## config.mk

```make
export PLATFORM = sky130hd
export DESIGN_NAME = uart_program_loader_flat
export DESIGN_NICKNAME = d
export VERILOG_FILES = /design/src/rtl/uart_program_loader_pkg.sv /design/src/rtl/uart_program_loader_if.sv /design/src/rtl/uart_program_loader_rx_core.sv /design/src/rtl/uart_program_loader.sv /design/src/flat_wrapper.sv
export SDC_FILE = /design/constraint.sdc
export NUM_CORES = 1
export LEC_CHECK = 0
export BUFFER_PORTS_ARGS = -buffer_cell sky130_fd_sc_hd__buf_2
export CORE_MARGIN = 8
export CORE_UTILIZATION = 60
export DETAILED_ROUTE_END_ITERATION = 8
export PLACE_DENSITY = 0.84
export SYNTH_ARGS = -nofsm -noshare
export SYNTH_HDL_FRONTEND = slang
export SYNTH_SLANG_ARGS = --single-unit
```

## constraint.sdc

```tcl
create_clock -name clk_i -period 4.31 [get_ports clk_i]
set_input_delay 0.862 -clock clk_i [delete_from_list [all_inputs] [get_ports clk_i]]
set_output_delay 0.862 -clock clk_i [all_outputs]
set_load 0.005 [all_outputs]
```

## src/rtl/uart_program_loader_pkg.sv

```systemverilog
// Shared types and constants for the UART program loader.
package uart_program_loader_pkg;

  localparam int unsigned ADDR_W = 5;
  localparam int unsigned CNT_W  = 6;

  typedef enum logic [2:0] {
    LD_IDLE,
    LD_ARMED,
    LD_WRITE,
    LD_DONE,
    LD_ERROR
  } ld_state_e;

  typedef enum logic [1:0] {
    RX_IDLE,
    RX_START,
    RX_DATA,
    RX_STOP
  } rx_state_e;

endpackage

```

## src/rtl/uart_program_loader_if.sv

```systemverilog
// Program-memory write port plus loader status, as seen by the CPU side.
interface uart_program_loader_if;
  import uart_program_loader_pkg::*;

  logic              mem_we;
  logic [ADDR_W-1:0] mem_addr;
  logic [7:0]        mem_data;
  logic              busy;
  logic              done;
  logic              fe;
  logic [CNT_W-1:0]  byte_count;

  modport master (
    output mem_we, mem_addr, mem_data, busy, done, fe, byte_count
  );

  modport slave (
    input mem_we, mem_addr, mem_data, busy, done, fe, byte_count
  );
endinterface

```

## src/rtl/uart_program_loader_rx_core.sv

```systemverilog
// 8N1 UART receiver: 2-FF synchroniser, half-bit start qualification,
// mid-bit sampling, one-cycle byte_valid / frame_err pulses.
module uart_rx_core
  import uart_program_loader_pkg::*;
#(
  parameter int unsigned BAUDRATE = 868
) (
  input  logic       clk_i,
  input  logic       rst_ni,
  input  logic       rx_i,
  output logic       byte_valid_o,
  output logic [7:0] byte_data_o,
  output logic       frame_err_o
);

  localparam int unsigned CW = $clog2(BAUDRATE);
  localparam logic [CW-1:0] HALF_M1 = CW'(BAUDRATE / 2 - 1);
  localparam logic [CW-1:0] FULL_M1 = CW'(BAUDRATE - 1);

  logic            rx_meta_q, rx_s_q, rx_prev_q;
  rx_state_e       state_q;
  logic [CW-1:0]   cnt_q;
  logic [2:0]      bit_q;
  logic [7:0]      shift_q;
  logic            valid_q, ferr_q;
  logic [7:0]      data_q;

  // A held-low line yields no new falling edge, so a break reports once only.
  always_ff @(posedge clk_i or negedge rst_ni) begin
    if (!rst_ni) begin
      rx_meta_q <= 1'b1;
      rx_s_q    <= 1'b1;
      rx_prev_q <= 1'b1;
      state_q   <= RX_IDLE;
      cnt_q     <= '0;
      bit_q     <= '0;
      shift_q   <= '0;
      valid_q   <= 1'b0;
      ferr_q    <= 1'b0;
      data_q    <= '0;
    end else begin
      rx_meta_q <= rx_i;
      rx_s_q    <= rx_meta_q;
      rx_prev_q <= rx_s_q;
      valid_q   <= 1'b0;
      ferr_q    <= 1'b0;
      case (state_q)
        RX_IDLE: begin
          if (rx_prev_q && !rx_s_q) begin
            cnt_q   <= HALF_M1;
            state_q <= RX_START;
          end
        end
        RX_START: begin
          if (cnt_q == '0) begin
            if (!rx_s_q) begin
              cnt_q   <= FULL_M1;
              bit_q   <= '0;
              state_q <= RX_DATA;
            end else begin
              state_q <= RX_IDLE;
            end
          end else begin
            cnt_q <= cnt_q - 1'b1;
          end
        end
        RX_DATA: begin
          if (cnt_q == '0) begin
            shift_q <= {rx_s_q, shift_q[7:1]};
            cnt_q   <= FULL_M1;
            if (bit_q == 3'd7) begin
              state_q <= RX_STOP;
            end else begin
              bit_q <= bit_q + 1'b1;
            end
          end else begin
            cnt_q <= cnt_q - 1'b1;
          end
        end
        RX_STOP: begin
          if (cnt_q == '0) begin
            if (rx_s_q) begin
              valid_q <= 1'b1;
              data_q  <= shift_q;
            end else begin
              ferr_q  <= 1'b1;
            end
            state_q <= RX_IDLE;
          end else begin
            cnt_q <= cnt_q - 1'b1;
          end
        end
        default: state_q <= RX_IDLE;
      endcase
    end
  end

  assign byte_valid_o = valid_q;
  assign byte_data_o  = data_q;
  assign frame_err_o  = ferr_q;

endmodule

```

## src/rtl/uart_program_loader.sv

```systemverilog
// Loads PROG_LEN bytes received over UART into consecutive program-memory
// addresses; reports completion or framing error to the control unit.
module uart_program_loader
  import uart_program_loader_pkg::*;
#(
  parameter int unsigned BAUDRATE = 868,
  parameter int unsigned PROG_LEN = 32
) (
  input  logic                   clk_i,
  input  logic                   rst_ni,
  input  logic                   rx_i,
  input  logic                   load_i,
  uart_program_loader_if.master  mem
);

  logic       byte_valid, frame_err;
  logic [7:0] byte_data;

  uart_rx_core #(
    .BAUDRATE (BAUDRATE)
  ) u_rx (
    .clk_i        (clk_i),
    .rst_ni       (rst_ni),
    .rx_i         (rx_i),
    .byte_valid_o (byte_valid),
    .byte_data_o  (byte_data),
    .frame_err_o  (frame_err)
  );

  ld_state_e         state_q;
  logic              load_q;
  logic              we_q, busy_q, done_q, fe_q;
  logic [ADDR_W-1:0] addr_q;
  logic [7:0]        data_q;
  logic [CNT_W-1:0]  count_q;
  logic              load_rise;

  assign load_rise = load_i && !load_q;

  // Restart has priority over everything, including a coincident byte_valid.
  always_ff @(posedge clk_i or negedge rst_ni) begin
    if (!rst_ni) begin
      state_q <= LD_IDLE;
      load_q  <= 1'b0;
      we_q    <= 1'b0;
      busy_q  <= 1'b0;
      done_q  <= 1'b0;
      fe_q    <= 1'b0;
      addr_q  <= '0;
      data_q  <= '0;
      count_q <= '0;
    end else begin
      load_q <= load_i;
      we_q   <= 1'b0;
      if (load_rise) begin
        state_q <= LD_ARMED;
        busy_q  <= 1'b1;
        done_q  <= 1'b0;
        fe_q    <= 1'b0;
        addr_q  <= '0;
        count_q <= '0;
      end else begin
        case (state_q)
          LD_ARMED: begin
            if (byte_valid) begin
              we_q    <= 1'b1;
              data_q  <= byte_data;
              count_q <= count_q + 1'b1;
              state_q <= LD_WRITE;
            end else if (frame_err) begin
              fe_q    <= 1'b1;
              busy_q  <= 1'b0;
              state_q <= LD_ERROR;
            end
          end
          LD_WRITE: begin
            if (count_q == CNT_W'(PROG_LEN)) begin
              done_q  <= 1'b1;
              busy_q  <= 1'b0;
              state_q <= LD_DONE;
            end else begin
              addr_q  <= addr_q + 1'b1;
              state_q <= LD_ARMED;
            end
          end
          LD_IDLE, LD_DONE, LD_ERROR: ;
          default: state_q <= LD_IDLE;
        endcase
      end
    end
  end

  assign mem.mem_we     = we_q;
  assign mem.mem_addr   = addr_q;
  assign mem.mem_data   = data_q;
  assign mem.busy       = busy_q;
  assign mem.done       = done_q;
  assign mem.fe         = fe_q;
  assign mem.byte_count = count_q;

endmodule

```

## src/flat_wrapper.sv

```systemverilog
// flat-port wrapper written by rule: the top's interface ports become plain ports
module uart_program_loader_flat import uart_program_loader_pkg::*;
#(
  parameter int unsigned BAUDRATE = 868,
  parameter int unsigned PROG_LEN = 32
)
  (clk_i, rst_ni, rx_i, load_i, mem_mem_we, mem_mem_addr, mem_mem_data, mem_busy, mem_done, mem_fe, mem_byte_count);
  uart_program_loader_if mem_i ();
  input  logic clk_i;
  input  logic rst_ni;
  input  logic rx_i;
  input  logic load_i;
  output wire logic [$bits(mem_i.mem_we)-1:0] mem_mem_we;
  output wire logic [$bits(mem_i.mem_addr)-1:0] mem_mem_addr;
  output wire logic [$bits(mem_i.mem_data)-1:0] mem_mem_data;
  output wire logic [$bits(mem_i.busy)-1:0] mem_busy;
  output wire logic [$bits(mem_i.done)-1:0] mem_done;
  output wire logic [$bits(mem_i.fe)-1:0] mem_fe;
  output wire logic [$bits(mem_i.byte_count)-1:0] mem_byte_count;
  assign mem_mem_we = mem_i.mem_we;
  assign mem_mem_addr = mem_i.mem_addr;
  assign mem_mem_data = mem_i.mem_data;
  assign mem_busy = mem_i.busy;
  assign mem_done = mem_i.done;
  assign mem_fe = mem_i.fe;
  assign mem_byte_count = mem_i.byte_count;
  uart_program_loader #(.BAUDRATE(BAUDRATE), .PROG_LEN(PROG_LEN)) u_core (.clk_i(clk_i), .rst_ni(rst_ni), .rx_i(rx_i), .load_i(load_i), .mem(mem_i));
endmodule
```

==> results.tsv, run 1 <==
metric	value	unit
DR pass1 iterations	4	
#FFs+latches synth	63	
row count	26	
leak pwr	1.701	nW
R2R Setup Slk	1.76	ns
critical path launch point	u_core.state_q[1]$_DFFE_PN0P_	
H-tree levels	3	
maximum vdd drop	0.5519	mV
grt ovf	0	
Setup crit end	u_core.mem.mem_data[7]$_DFFE_PN0P_	
Tmin final	2.553	ns
postcts setup bufs	0	
DR WL/cell	16.63	um
Fill cells	386	
post-cts repair resize count	0	
Die X	87.35	um
DRC viols	0	
FMAX	0.3917	GHz
die height	87.35	um
R2R Path Start	u_core.state_q[1]$_DFFE_PN0P_	
drt total wl	6.221	mm
critical path class	reg2reg	
EDFF count, synth	0	
Final setup violation count	0	
Root Buffer	clkbuf_8	
Initial Util	60.96	%
clk_lat worst skew	0.34	ns
worst setup slack after layout	1.757	ns
routed via count	2235	
Mapped Nets	287	
port buffer count	26	
status	finished clean	
endpoint type of the worst setup path	flip-flop	
vias in the first global route	2185	
Tot GR Track Use	17.79	%
final estimated routing congestion in global placement	0.9140	
worst relative slew slack	16.91	%
Async S/R FF share, synth	100.0	%
endpoints failing hold	0	
proportion of layout cells with a drive suffix above 1	25.66	%
ranking of synthesized cells by area	dfrtp_1 (49%), mux2_2 (9.2%), ha_1 (4.5%)	
Hold WC Path Type	reg2reg	
Worst Tran Pin Value	1.230	ns
fin area	3441	um^2
CTS tree	built	
HPWL Detailed	4.407	mm
reg2reg path depth	3	
Fin Clk Skew	0.01430	ns
Final nets	314	
reg-to-reg endpoint	u_core.mem.mem_data[7]$_DFFE_PN0P_	
Via density	5.976	
Sink Count	63	
Yosys warnings	0	
I/O Pins	27	
distinct cell type count after synthesis	53	
Final period util	59.23	%
antenna-violating nets left	0	
Area Overhead vs Synth	12.66	%
Yosys top cell area share	49.16	%
synthesized area	3054	um^2
DR iter-0 viols	138	
Die Footprint	7629	um^2
hold path start	u_core.u_rx.rx_meta_q$_DFF_PN1_	
cells after synthesis	272	
hold buffers post-CTS	0	
Mean Syn Cell Area	11.23	um^2
Critical Path Start Type	flip-flop	
Setup TNS	0	ns
leading area contributor after synthesis	dfrtp_1	
Top FF cell, synth	dfrtp_1	
Synth top cells by count	dfrtp_1 (60), nor2_1 (28), mux2_2 (25)	
RSZ-0062 raised after global routing	no	
post-layout util	68.68	%
Pins Over Slew Limit	0	
clk buf depth	2	
first-pass GRT wire length	10.47	mm
DP Area	3232	um^2
Design Power	1.899	mW
pin count of the biggest net entering global routing	44	
PD cells	552.0	nW/um^2
max-cap violations	0	
dpl ws	1.761	ns
initial antenna violation count	0	
Seq/Total Area, Yosys	51.74	%
Reg clk slew, reported paths	0.08	ns
CTS Buf Count	9	
Max FO, Critical Path	9	
antenna cells	0	
count leader, synth	dfrtp_1	
crit path DAT	2.78	ns
core area	5010	um^2
Required @ worst endpoint	4.54	ns
==> cells in the final DEF (no fill, tap or decap), types with 5 or more instances in the layout <==
master     n
a21oi_1    7
buf_2     26
clkbuf_8  11
dfrtp_1   60
ha_1      11
inv_1     12
mux2_2    25
nand2_1   13
nand3_1    5
nor2_1    28
nor3_1     9
o211ai_1   7
o21ai_0    7
xor2_1     8
==> how the worst min path moves through the flow <==
stage	to	cells after the start	slack, ns
global placement	u_core.u_rx.rx_s_q$_DFF_PN1_	0	0.35
global route	u_core.u_rx.rx_s_q$_DFF_PN1_	0	0.36
finish	u_core.u_rx.rx_s_q$_DFF_PN1_	0	0.36
CTS	u_core.u_rx.rx_s_q$_DFF_PN1_	0	0.36
floorplan	u_core.u_rx.rx_s_q$_DFF_PN1_	0	0.35
detailed placement	u_core.u_rx.rx_s_q$_DFF_PN1_	0	0.35
==> cells by family after synthesis <==
family,share of synthesized area (%)
adder cells (fa/ha/maj),4.506
AND/OR/NAND/NOR,15.57
flip-flops,51.74
buffers and inverters,3.277
XOR/XNOR,2.581
multiplexers,10.20
AO/OA/AOI/OAI,12.13
==> final cells by class <==
cell class                 count  area (um^2)  area share [%]
clock buffer                  12        155.1           4.509
clock inverter                 4        53.80           1.564
inverter                      12        45.04           1.309
multi-input combinational    185         1374           39.93
sequential                    63         1580           45.93
tap                           70        87.58           2.545
timing repair buffer          28        145.1           4.218
==> routing by layer <==
metal	routed length (um)	vias up	global-route usage, %	part of all wire, %
li1	-	1034	-	-
met1	2692	1108	20.72	43
met2	3032	79	28.79	49
met3	363	14	6.415	5.8
met4	132	0	7.500	2.1
met5	0	-	0	0
==> flip-flops by register name, indices dropped and copies added (netlist names), 3 cells and up, named ones only <==
name	flops
u_core.mem.byte_count	6
u_core.mem.mem_addr	5
u_core.mem.mem_data	8
u_core.state_q	3
u_core.u_rx.bit_q	3
u_core.u_rx.byte_data_o	8
u_core.u_rx.cnt_q	10
u_core.u_rx.shift_q	8
==> power breakdown <==
group	total, mW	internal, mW	switching (mW)	leakage, nW
combinational	0.641	0.255	0.387	0.762
clock	0.532	0.300	0.232	0.0988
sequential	0.726	0.653	0.0736	0.840
==> worst max-delay path: stages, from the launching register on <==
cell and delay, ns:
dfrtp_1 0.44, nor4bb_1 1.04, nand2_1 0.53, mux2_2 0.42
==> stage by stage <==
stage               cells  hold WS (ns)
detailed placement    358        0.3491
CTS                   374        0.3593
finish                374        0.3569
global route          374        0.3644
global placement      358        0.3458
floorplan             272        0.3452
(Power assumes the default switching activity.)
==> run 2, diff against run 1 <==
--- a/config.mk
+++ b/config.mk
@@ -5,11 +5,12 @@
 export SDC_FILE = /design/constraint.sdc
 export NUM_CORES = 1
 export LEC_CHECK = 0
+export ABC_AREA = 1
 export BUFFER_PORTS_ARGS = -buffer_cell sky130_fd_sc_hd__buf_2
 export CORE_MARGIN = 8
-export CORE_UTILIZATION = 60
+export CORE_UTILIZATION = 54
 export DETAILED_ROUTE_END_ITERATION = 8
-export PLACE_DENSITY = 0.84
+export PLACE_DENSITY = 0.8
 export SYNTH_ARGS = -nofsm -noshare
 export SYNTH_HDL_FRONTEND = slang
 export SYNTH_SLANG_ARGS = --single-unit
==> constraint.sdc (replaced) <==
create_clock -name clk_i -period 2.3 [get_ports clk_i]
set_input_delay 0.46 -clock clk_i [delete_from_list [all_inputs] [get_ports clk_i]]
set_output_delay 0.46 -clock clk_i [all_outputs]
set_load 0.005 [all_outputs]
==> results.tsv, run 2 <==
metric	value	unit	change
Final nets	433		was 314
Final setup violation count	0		unchanged
worst path cell trace	ha_1 > inv_1 > o21ai_1 > a21oi_2 > nand3_1 > nand2_1		was nor4bb_1 > nand2_1 > mux2_2
worst relative slew slack	68.52	%	was 16.91%
HPWL Detailed	4.701	mm	was 4.407 mm
synthesized area	3227	um^2	was 3054 um^2
Setup TNS	0	ns	unchanged
PD cells	857.1	nW/um^2	was 552.0 nW/um^2
Crit path buffers/inverters	1		was 0
initial antenna violation count	0		unchanged
cells after synthesis	383		was 272
DR pass1 iterations	4		unchanged
row count	28		was 26
most common cell after layout, fill and taps aside	nand2_1		was dfrtp_1
RSZ-0062 raised after global routing	no		unchanged
leading area contributor after synthesis	dfrtp_1		unchanged
die height	93.30	um	was 87.35 um
FMAX	0.5853	GHz	was 0.3917 GHz
antenna-violating nets left	0		unchanged
Via density	5.098		was 5.976
most frequent cells in the layout	nand2_1 (118), dfrtp_1 (60), inv_1 (41), nor2_1 (41), buf_2 (26)		was dfrtp_1 (60), nor2_1 (28), buf_2 (26)
port buffer count	26		unchanged
Root Buffer	clkbuf_8		unchanged
final estimated routing congestion in global placement	0.9173		was 0.9140
distinct cell type count after synthesis	33		was 53
ranking of synthesized cells by area	dfrtp_1 (47%), nand2_1 (14%), inv_1 (4.8%)		was dfrtp_1 (49%), mux2_2 (9.2%), ha_1 (4.5%)
Required @ worst endpoint	2.58	ns	was 4.54 ns
I/O Pins	27		unchanged
Critical Path Start Type	flip-flop		unchanged
Pins Over Slew Limit	0		unchanged
Hold WC Path Type	in2async		was reg2reg
Die Footprint	8705	um^2	was 7629 um^2
routed via count	2539		was 2,235
Sink Count	63		unchanged
DR iter-0 viols	96		was 138
Reg clk slew, reported paths	0.08	ns	about the same
EDFF count, synth	0		unchanged
antenna cells	0		unchanged
count leader, synth	nand2_1		was dfrtp_1
hold buffers post-CTS	0		unchanged
Top reg by flops	u_core.u_rx.cnt_q		unchanged
Max FO, Critical Path	7		was 9
Yosys top cell area share	46.53	%	was 49.16%
Worst Tran Pin Value	0.4721	ns	was 1.230 ns
Yosys warnings	0		unchanged
CP delay by family, top	compound AO/OA/AOI/OAI gates		was simple AND/OR/NAND/NOR gates
first-pass GRT wire length	11.25	mm	was 10.47 mm
proportion of layout cells with a drive suffix above 1	20.80	%	was 25.66%
Design Power	3.090	mW	was 1.899 mW
max-cap violations	0		unchanged
endpoint type of the worst setup path	flip-flop		unchanged
Mean Syn Cell Area	8.425	um^2	was 11.23 um^2
CP max stage delay	0.44	ns	was 1.04 ns
grt ovf	0		unchanged
postcts setup bufs	0		unchanged
Initial Util	55.15	%	was 60.96%
max FFs per register	10		unchanged
Area Overhead vs Synth	11.71	%	was 12.66%
Tot GR Track Use	16.22	%	was 17.79%
clk buf depth	2		unchanged
Top FF cell, synth	dfrtp_1		unchanged
Seq/Total Area, Yosys	48.97	%	was 51.74%
slowest stage cell, crit path	dfrtp_1		was nor4bb_1
drt total wl	6.425	mm	was 6.221 mm
H-tree levels	3		unchanged
DR WL/cell	12.90	um	was 16.63 um
maximum vdd drop	0.6356	mV	was 0.5519 mV
CTS Buf Count	9		unchanged
clk_lat worst skew	0.34	ns	about the same
endpoints failing hold	0		unchanged
vias in the first global route	2537		was 2,185
Tmin final	1.708	ns	was 2.553 ns
Final period util	74.28	%	was 59.23%
pin count of the biggest net entering global routing	26		was 44
critical path class	reg2reg		unchanged
core area	5851	um^2	was 5010 um^2
Fin Clk Skew	0.008846	ns	was 0.01430 ns
Async S/R FF share, synth	100.0	%	unchanged
Mapped Nets	398		was 287
post-cts repair resize count	0		unchanged
Die X	93.30	um	was 87.35 um
crit path DAT	1.99	ns	was 2.78 ns
CTS tree	built		unchanged
#FFs+latches synth	63		unchanged
leak pwr	1.891	nW	was 1.701 nW
status	finished clean		unchanged
DRC viols	0		unchanged
Synth top cells by count	nand2_1 (118), dfrtp_1 (60), inv_1 (41), nor2_1 (41), nand3_1 (24)		was dfrtp_1 (60), nor2_1 (28), mux2_2 (25)
## run 2: kinds of logic (layout without fill, tap and decap cells)
kind of cell    Yosys count  after routing  synth area share (%)
buf+inv                  52             92                 6.631
fa+ha+maj                11             11                 4.265
flops                    63             63                 48.97
xor+xnor                  5              5                 1.357
compound gates           37             37                 8.027
simple gates            215            215                 30.75
## run 2: routing by layer
metal	routed length, um	share of wire (%)	global-route usage [%]	up-vias
li1	-	-	-	1280
met1	2818	44	18.38	1192
met2	3113	48	27.09	52
met3	321	5.0	3.606	15
met4	171	2.7	10.34	0
met5	0	0	0	-
## run 2: cell type report
type | instances | area (um^2)
clock buffers | 9 | 123.9
flip-flops and latches | 63 | 1580
inverters | 48 | 180.2
clock inverters | 7 | 48.80
repair buffers | 28 | 145.1
multi-input cells | 268 | 1433
well taps | 75 | 93.84
fillers | 498 | 2246
## run 2: path summary, 6_finish.rpt
check	slack [ns]	to	cells past startpoint	from
setup reg to reg	0.59	u_core.u_rx.cnt_q[3]$_DFFE_PN0P_	6	u_core.u_rx.state_q[0]$_DFFE_PN0P_
hold reg to reg	0.36	u_core.u_rx.rx_s_q$_DFF_PN1_	0	u_core.u_rx.rx_meta_q$_DFF_PN1_
hold / removal	0.06	u_core.mem.busy$_DFFE_PN0P_	1	rst_ni
setup / recovery	0.59	u_core.u_rx.cnt_q[3]$_DFFE_PN0P_	6	u_core.u_rx.state_q[0]$_DFFE_PN0P_
min in group clk_i	0.22	u_core.u_rx.rx_meta_q$_DFF_PN1_	1	rx_i
max in group asynchronous	1.54	u_core.u_rx.rx_s_q$_DFF_PN1_	2	rst_ni
## run 2: stage by stage
step | setup WS (ns) | utilization [%] | cells | cell area, um^2 | hold WS [ns]
6_report | 0.5916 | 61.61 | 498 | 3605 | 0.06372
5_1_grt | 0.4485 | 61.61 | 498 | 3605 | 0.1037
3_5_place_dp | 0.6022 | 58.66 | 482 | 3432 | 0.3479
3_3_place_gp | 0.6787 | 58.66 | 482 | 3432 | 0.3465
4_1_cts | 0.5944 | 61.61 | 498 | 3605 | 0.06687
2_1_floorplan | 0.7776 | - | 383 | 3227 | 0.1644
## run 2: power by group
group | switching [mW] | internal (mW)
registers | 0.115 | 1.20
logic | 0.627 | 0.304
clock network | 0.456 | 0.392
==> run 3, diff against run 2 <==
==> constraint.sdc (replaced) <==
create_clock -name clk_i -period 1.5 [get_ports clk_i]
set_input_delay 0.3 -clock clk_i [delete_from_list [all_inputs] [get_ports clk_i]]
set_output_delay 0.3 -clock clk_i [all_outputs]
set_load 0.005 [all_outputs]
==> results.tsv, run 3 (same netlist as run 2, synthesis figures left out) <==
metric	value	unit	change
first-pass GRT wire length	12.18	mm	was 11.25 mm
Initial Util	55.15	%	unchanged
Final nets	467		was 433
endpoint type of the worst setup path	flip-flop		unchanged
Fill cells	424		was 498
HPWL Detailed	4.895	mm	was 4.701 mm
Hold WC Path Type	in2reg		was in2async
violated checks	setup timing		
Die X	93.30	um	unchanged
drt total wl	7.440	mm	was 6.425 mm
CTS Buf Count	9		unchanged
status	finished with violations		was finished clean
most common cell after layout, fill and taps aside	nand2_1		unchanged
port buffer count	26		unchanged
max-cap violations	0		unchanged
Top reg by flops	u_core.u_rx.cnt_q		unchanged
DRC viols	0		unchanged
H-tree levels	3		unchanged
worst setup slack after layout	-0.04891	ns	was 0.5916 ns
maximum vdd drop	1.084	mV	was 0.6356 mV
max FFs per register	10		unchanged
Final period util	103.3	%	was 74.28%
final estimated routing congestion in global placement	0.9064		was 0.9173
Non-Filler Instances	532		was 498
placed insts	503		was 482
worst hold slack	0.05642	ns	was 0.06372 ns
Design Power	5.688	mW	was 3.090 mW
antenna-violating nets left	0		unchanged
Root Buffer	clkbuf_8		unchanged
reg2reg path depth	8		was 6
leak pwr	2.085	nW	was 1.891 nW
antenna cells	0		unchanged
Final setup violation count	4		was 0
DR pass1 iterations	4		unchanged
Net Sw Frac	35.80	%	was 38.75%
row count	28		unchanged
initial antenna violation count	0		unchanged
critical path class	reg2reg		unchanged
DR WL/cell	13.98	um	was 12.90 um
Tot GR Track Use	17.58	%	was 16.22%
Flop pwr share	35.3	%	was 42.5%
Worst Tran Pin Value	0.4186	ns	was 0.4721 ns
DR iter-0 viols	108		was 96
clk buf depth	2		unchanged
RSZ-0062 raised after global routing	yes		was no
post-layout util	69.59	%	was 61.61%
most frequent cells in the layout	nand2_1 (115), dfrtp_1 (58), inv_1 (37)		was nand2_1 (118), dfrtp_1 (60), inv_1 (41), nor2_1 (41), buf_2 (26)
Sink Count	63		unchanged
Fin Clk Skew	0.01484	ns	was 0.008846 ns
grt ovf	0		unchanged
PD cells	1397	nW/um^2	was 857.1 nW/um^2
Critical Path Start Type	flip-flop		unchanged
Area Overhead vs Synth	26.17	%	was 11.71%
Tmin final	1.549	ns	was 1.708 ns
Comb pwr share	36.1	%	was 30.1%
Via density	5.145		was 5.098
clk_lat worst skew	0.34	ns	about the same
worst relative slew slack	72.09	%	was 68.52%
endpoints failing hold	0		unchanged
clock share of power	28.6	%	was 27.4%
core area	5851	um^2	unchanged
Pins Over Slew Limit	0		unchanged
hold path start	rx_i		
FMAX	0.6456	GHz	was 0.5853 GHz
routed via count	2737		was 2,539
Reg clk slew, reported paths	0.07	ns	was 0.08 ns
die height	93.30	um	unchanged
pin count of the biggest net entering global routing	30		was 26
proportion of layout cells with a drive suffix above 1	32.17	%	was 20.80%
Required @ worst endpoint	1.72	ns	was 2.58 ns
hold path cells	1		
Max FO, Critical Path	6		was 7
CTS tree	built		unchanged
I/O Pins	27		unchanged
Internal Pwr Total	3.652	mW	was 1.892 mW
total net switching power	2.036	mW	was 1.197 mW
vias in the first global route	2679		was 2,537
Die Footprint	8705	um^2	unchanged
crit path DAT	1.77	ns	was 1.99 ns
[run 3: repair_timing]
item	4_1_cts	5_1_grt
hold endpoints to repair	12	0
buffers inserted	1	9
hold buffers	1	0
pin swaps	1	7
cloned	1	1
endpoints found under the setup margin	26	30
gates resized for setup	5	30
[run 3: layout make-up]
cell class | instances | area (um^2) | share of cell area, %
well taps | 75 | 93.84 | 2.305
clock inverters | 6 | 83.83 | 2.059
multi-input cells | 270 | 1574 | 38.66
repair buffers | 60 | 416.7 | 10.23
inverters | 48 | 182.7 | 4.487
flip-flops and latches | 63 | 1583 | 38.88
clock buffers | 10 | 137.6 | 3.380
[run 3: worst paths after layout]
path	endpoint	slack [ns]
max reg2reg	flip-flop	-0.05
max	flip-flop	-0.05
min reg2reg	u_core.u_rx.rx_s_q$_DFF_PN1_	0.36
min	u_core.u_rx.rx_meta_q$_DFF_PN1_	0.06
max in group asynchronous	u_core.u_rx.rx_s_q$_DFF_PN1_	0.54
min in group asynchronous	u_core.u_rx.cnt_q[7]$_DFFE_PN0P_	0.43
[run 3: metal layers]
metal,up-vias,part of all wire [%],global-route usage (%)
met5,-,0,0
met4,0,1.6,6.980
met3,14,4.5,4.567
met2,63,50,29.55
met1,1305,43,20.93
li1,1355,-,-
[run 3: per-stage QoR]
stage	cell area [um^2]	setup slack [ns]	TNS, ns
detailed placement	3617	-0.03977	-0.3336
CTS	3894	-0.02017	-0.05475
finish	4071	-0.04891	-0.1296
global placement	3617	-0.004798	-0.004798
global route	4071	-0.1569	-0.8645
floorplan	3229	0.02632	0
[run 3: power groups by stage]
stage | Sequential, mW | Combinational, mW | Clock [mW]
floorplan | 2.00 | 1.11 | 0
global placement | 1.99 | 1.57 | 0
detailed placement | 1.99 | 1.65 | 0
CTS | 1.97 | 1.72 | 1.67
global route | 2.02 | 2.27 | 1.76
finish | 2.01 | 2.05 | 1.63
[run 3: critical path, cell delays in order (launching register included)]
cell	delay, ns
dfrtp_1	0.41
buf_4	0.16
ha_4	0.20
nor2_2	0.15
nand2_1	0.08
nand2_1	0.10
nand2_1	0.10
o21ai_1	0.15
nand2_1	0.08
